## src/rtl/axi_st_rd_ctrl.sv

```systemverilog
// ---------------------------------------------------------------------------
// axi_st_rd_ctrl
//
// Receive-side valid/ready controller for an AXI-Stream link feeding a
// write-side FIFO. A 2-entry skid buffer lets axist_rdy come straight from a
// flop while the FIFO applies backpressure. The block also counts beats and
// packets, and flags a transmitter that withdraws valid before a handshake.
//
// Ports:
//   clk           clock
//   rst_n         asynchronous active-low reset
//   rx_en         receive enable; low blocks new acceptance
//   axist_valid   transmitter beat valid
//   axist_data    beat payload
//   axist_last    end-of-packet marker
//   axist_rdy     registered ready back to the transmitter
//   fifo_full     downstream FIFO full
//   fifo_wren     FIFO write strobe (skid head is valid and FIFO not full)
//   fifo_wdata    {last, data} of the skid head
//   beat_cnt      accepted beats, saturating
//   pkt_cnt       accepted beats with last set, saturating
//   err_vld_drop  sticky "valid dropped without acceptance" flag
// ---------------------------------------------------------------------------
module axi_st_rd_ctrl #(
    parameter int DATA_WIDTH = 512,
    parameter int CNT_WIDTH  = 16
) (
    input  logic                  clk,
    input  logic                  rst_n,
    input  logic                  rx_en,
    input  logic                  axist_valid,
    input  logic [DATA_WIDTH-1:0] axist_data,
    input  logic                  axist_last,
    output logic                  axist_rdy,
    input  logic                  fifo_full,
    output logic                  fifo_wren,
    output logic [DATA_WIDTH:0]   fifo_wdata,
    output logic [CNT_WIDTH-1:0]  beat_cnt,
    output logic [CNT_WIDTH-1:0]  pkt_cnt,
    output logic                  err_vld_drop
);

    localparam logic [CNT_WIDTH-1:0] CNT_ONE = {{(CNT_WIDTH-1){1'b0}}, 1'b1};
    localparam logic [CNT_WIDTH-1:0] CNT_MAX = {CNT_WIDTH{1'b1}};

    logic [1:0]          occ;
    logic [1:0]          occ_next;
    logic [1:0]          tail_pos;
    logic [DATA_WIDTH:0] skid_head;
    logic [DATA_WIDTH:0] skid_tail;
    logic                accept;
    logic                drain;
    logic                valid_q;
    logic                rdy_q;

    assign accept     = axist_valid & axist_rdy;
    assign drain      = (occ != 2'd0) & ~fifo_full;
    assign fifo_wren  = drain;
    assign fifo_wdata = skid_head;

    // tail_pos is where an incoming beat lands once this cycle's drain has
    // shifted the queue forward; occ=1 with a drain puts the new beat at head.
    always_comb begin
        occ_next = occ + {1'b0, accept} - {1'b0, drain};
        tail_pos = occ - {1'b0, drain};
    end

    // Occupancy and ready. Ready looks at next-cycle occupancy so that a beat
    // accepted while the registered ready is still high always has a slot.
    always_ff @(posedge clk or negedge rst_n) begin
        if (!rst_n) begin
            occ       <= 2'd0;
            axist_rdy <= 1'b0;
        end else begin
            occ       <= occ_next;
            axist_rdy <= rx_en & (occ_next <= 2'd1);
        end
    end

    // Skid storage is pure datapath; occ alone says which entries are live,
    // so the payload registers need no reset.
    always_ff @(posedge clk) begin
        if (drain) begin
            skid_head <= skid_tail;
        end
        if (accept) begin
            if (tail_pos == 2'd0) begin
                skid_head <= {axist_last, axist_data};
            end else begin
                skid_tail <= {axist_last, axist_data};
            end
        end
    end

    // Saturating beat and packet counters.
    always_ff @(posedge clk or negedge rst_n) begin
        if (!rst_n) begin
            beat_cnt <= '0;
            pkt_cnt  <= '0;
        end else begin
            if (accept && (beat_cnt != CNT_MAX)) begin
                beat_cnt <= beat_cnt + CNT_ONE;
            end
            if (accept && axist_last && (pkt_cnt != CNT_MAX)) begin
                pkt_cnt <= pkt_cnt + CNT_ONE;
            end
        end
    end

    // Protocol monitor: valid seen last cycle without ready, gone this cycle.
    always_ff @(posedge clk or negedge rst_n) begin
        if (!rst_n) begin
            valid_q      <= 1'b0;
            rdy_q        <= 1'b0;
            err_vld_drop <= 1'b0;
        end else begin
            valid_q <= axist_valid;
            rdy_q   <= axist_rdy;
            if (valid_q && !rdy_q && !axist_valid) begin
                err_vld_drop <= 1'b1;
            end
        end
    end

endmodule

```

## config.mk

```make
export PLATFORM = sky130hd
export DESIGN_NAME = axi_st_rd_ctrl
export DESIGN_NICKNAME = d
export VERILOG_FILES = /design/src/rtl/axi_st_rd_ctrl.sv
export SDC_FILE = /design/constraint.sdc
export NUM_CORES = 2
export LEC_CHECK = 0
export ABC_AREA = 1
export BUFFER_PORTS_ARGS = -buffer_cell sky130_fd_sc_hd__buf_2
export CORE_AREA = 2 2 421 423
export DETAILED_ROUTE_END_ITERATION = 8
export DIE_AREA = 0 0 423 425
export GPL_TIMING_DRIVEN = 0
export PLACE_DENSITY = 0.42
export REMOVE_ABC_BUFFERS = 1
export SKIP_CTS_REPAIR_TIMING = 1
export SYNTH_ARGS = -nofsm -noshare
export SYNTH_HDL_FRONTEND = slang
export SYNTH_SLANG_ARGS = --single-unit
```

## constraint.sdc

```tcl
create_clock -name clk -period 22.2 [get_ports clk]
set_input_delay 2.22 -clock clk [delete_from_list [all_inputs] [get_ports clk]]
set_output_delay 2.22 -clock clk [all_outputs]
set_load 0.005 [all_outputs]
```

# Word-level counts from Yosys, hierarchy flattened

Cells that the tools add are included.

Bitwise gates (word level): 5
Add/subtract/negate cells: 5
Reduce and logical (&&, ||, !) cells: 10
Eq/ne operators: 2
Muxes and demuxes: 3
$lt $le $gt $ge: 1

Operator list:

| cell                                                                   | count |
|---|---|
| 513-bit two-way mux                                                    | 3 |
| 16-bit by 1-bit adder with 16-bit output (second input constant)       | 2 |
| 16-bit inequality test (second input constant)                         | 2 |
| 1-bit logical AND                                                      | 5 |
| 2-bit by 1-bit subtractor with 2-bit output                            | 2 |
| 1-bit AND                                                              | 3 |
| 2-bit by 1-bit adder with 2-bit output                                 | 1 |
| 2-bit by 1-bit <= comparator with 1-bit output (second input constant) | 1 |
| 1-bit logical NOT                                                      | 2 |
| 2-bit logical NOT                                                      | 1 |
| 1-bit NOT                                                              | 2 |
| 2-bit AND reduction                                                    | 1 |
| 2-bit nonzero test                                                     | 1 |

Flip-flop bits (word level): 1064
Output and inout bits: 548
Logic and storage cells: 35

# Longest topological paths before layout

Word-level depth: 6
Gate-level depth with buffers: 11

# Worst setup path before layout

Ideal clock, no wire load.

Path type: input to register
From: input port axist_valid
To: register skid_tail[0] (enable)
Slack: -2.816 ns
Cell stages on the path: 2
Path buffers: 0
Arrival time: 23.616 ns
Cells stage by stage: nand2_1 nor2_1

Cells in the longest elaborated chain, start to end: 2

RTL lines:

| element                       | RTL line | RTL |
|---|---|---|
| start, declared               | 31       | `input logic axist_valid,` |
| 1-bit AND                     | 56       | `assign accept = axist_valid & axist_rdy;` |
| 2-bit AND reduction (no line) | -        |  |
| end signal, assigned          | 90       | `skid_tail <= {axist_last, axist_data};` |
| end, declared                 | 50       | `logic [DATA_WIDTH:0] skid_tail;` |

No other way between the ends.
A chain may end at the register's enable or synchronous reset.

# Worst setup path in the final report

From: input port fifo_full
To: output port fifo_wren

Cells in the longest elaborated chain, start to end: 2

RTL lines:

| element         | RTL line | RTL |
|---|---|---|
| start, declared | 35       | `input logic fifo_full,` |
| 1-bit NOT       | 57       | `assign drain = (occ != 2'd0) & ~fifo_full;` |
| 1-bit AND       | 57       |  |
| end, declared   | 36       | `output logic fifo_wren,` |

No other way between the ends.

==> results.toml <==
[run_status]
status = "finished clean"

[timing]
period_needed_ps = 6580
fin_worst_skew_ps = 21.0
tns_ps = 0
timing.hold.ws_ps = 408
slew_headroom = 0.377
worstMarginPinSlew_ps = 935
final_hold_viol_count = 0
period_share = 0.297
max_freq_ghz = 0.152
final_max_slew_viol_count = 0
setup_violations = 0
grt_setup_unrepaired = "false"

[detailed_routing]
via_per_inst = 4.20
met2WireLength_um = 63000
wl_met1_um = 56300
first_pass_iters = 5
wl_met3_um = 9800
wl_per_cell_um = 18.9
drt_iter0_markers = 1971
drt-total-wl_um = 134000
ant_nets = 0
vias = 29843
drc = 0
top_layer = "met5"

[worst_hold_path]
holdPathEnd = "rdy_q"
hold_depth = 0
hold_path.class = "register to register"
hold_start = "axist_rdy"

[floorplan]
io-pin-count = 1066
die-area_mm2 = 0.180
row_count = 154
coreArea_mm2 = 0.175
die_h_um = 425
start_util = 0.217
fp.dieW_um = 423

[critical_path]
cp-end-kind = "primary output"
r2r.worst_path.cells = 9
startpoint_type = "input pin"
reg2reg_slack_ps = 18510
rr_endpoint = "fifo_wdata[24]"
critical_path.cell_chain = "buf_2, nor2_4, buf_12, buf_16, buf_12, buf_12, buf_12, buf_2"
path_buf_inv = 7
arrival_ps = 4360
cp_common_cell = "buf_12"
slowest_stage = "nor2_4"
worstSetupPathType = "input pin to primary output"
slowest_delay_ps = 600
worstPathMaxFanout = 34
cp_data_required_time_ps = 19980
r2r-start = "axist_rdy"
cpLargestDelayFamily = "buffers and inverters"

[synth]
syn_avg_cell_area_um2 = 10.5
seq_area_frac_synth = 0.701
synth.distinct_cells = 27
synthCells = 3621
synth-seq-cells = 1064
synth_area_mm2 = 0.0380
synth_warnings = 0

[cells_and_area]
layout.nets = 5163
seq_area_mm2 = 0.0266
drive_gt1_frac = 0.277
multiInputGateArea_mm2 = 0.0101
fill_cells = 18630
layout_commonest_cell = "nand2_1"
final_cell_mix = "nand2_1 (1160), buf_2 (1065), nor2_1 (550)"
syn2layout_area_growth_pct = 33.2

[grt]
grt_overflow = 0
track_usage = 0.143
grt_max_degree = 133
antenna_found_initial = 57
grt_pass1_vias = 28597
grt_pass1_wl_um = 195000

[clock_tree]
clk_path_buf_depth = 3
cts_num_sinks = 1064
h-tree-depth = 4
cts_buffers = 131
tritoncts = "yes"
clock_latency_ps = 770
clkTransAtPathRegs_ps = 60
cts_root_buf = "clkbuf_16"

[placement]
portBuffers = 1065
place_congestion = 0.817
dp.final_hpwl_um = 94400

[pwr]
leakagePower_nw = 21.1
powerDensity_mw_per_mm2 = 139
peakVddDrop_mv = 0.0792

[run]
drv_cap = 0
## synth_stat cells, drive strengths merged
cell type | number | area [um^2]
edfxtp | 513 | 15400
xnor2 | 12 | 105
nor2 | 554 | 2090
nand3b | 1 | 7.51
buf | 181 | 933
or2 | 1 | 6.26
xor2 | 2 | 17.5
a31oi | 512 | 3200
nand4 | 13 | 81.3
clkbuf | 48 | 180
dfxtp | 513 | 10300
a21oi | 1 | 8.76
inv | 32 | 120
ha | 3 | 37.5
dfrtp | 38 | 951
o21ai | 12 | 60.1
a21boi | 1 | 11.3
nand3 | 20 | 100
nand2 | 1163 | 4380
nor3b | 1 | 7.51
## report_power, final
part	switching (W)	leakage [nW]	total (W)	internal (W)
registers	0.000289	9.50	0.00300	0.00271
logic	0.00116	9.55	0.00192	0.000767
clock network	0.000878	2.06	0.00211	0.00123
## per-layer routing
layer	vias to the layer above	GRT usage
met4	48	0.0617
li1	14520	-
met1	14099	0.176
met5	-	0
met2	911	0.229
met3	265	0.0471
## layout make-up
class	instances	area share
Antenna cell	18	0.000891
Clock inverter	37	0.00668
Clock buffer	204	0.0765
Multi-Input combinational cell	2296	0.200
Timing Repair Buffer	1117	0.129
Sequential cell	1064	0.526
Tap cell	2340	0.0579
Inverter	32	0.00252
## per-stage QoR
step                area (um^2)  utilization  total power [W]  cells  setup slack (ps)
global route              50600        0.288          0.00746   7104             15430
floorplan                 36900            -          0.00411   3392             -4100
detailed placement        46300        0.264          0.00500   6849             15540
global placement          45100        0.257          0.00542   6797            -55390
CTS                       50500        0.288          0.00717   7090             15530
finish                    50600        0.288          0.00703   7108             15620
## worst max-delay path by stage
stage | start | to | slack [ps] | depth (start not counted)
final | fifo_full | fifo_wren | 15620 | 8
after detailed placement | fifo_full | fifo_wren | 15540 | 8
after CTS | fifo_full | fifo_wren | 15530 | 8
after floorplan | fifo_full | axist_rdy | -4100 | 8
after global placement | fifo_full | axist_rdy | -55390 | 9
after global routing | fifo_full | fifo_wren | 15430 | 8
## registers in the layout (all words and copies together) (netlist names)
signal,count
occ,2
err_vld_drop,1
skid_tail,513
fifo_wdata,513
valid_q,1
beat_cnt,16
pkt_cnt,16
axist_rdy,1
rdy_q,1
## kinds of logic (layout without fill, tap and decap cells)
logic type,count (synthesis),in the layout,synth area share
adder cells (fa/ha/maj),3,3,0.000989
flip-flops,1064,1064,0.701
buffers and inverters,261,1390,0.0325
AO/OA/AOI/OAI,526,526,0.0865
AND/OR/NAND/NOR,1753,1753,0.176
XOR/XNOR,14,14,0.00323
other,0,18,0
Note: power is estimated with default switching activity, not from simulation.
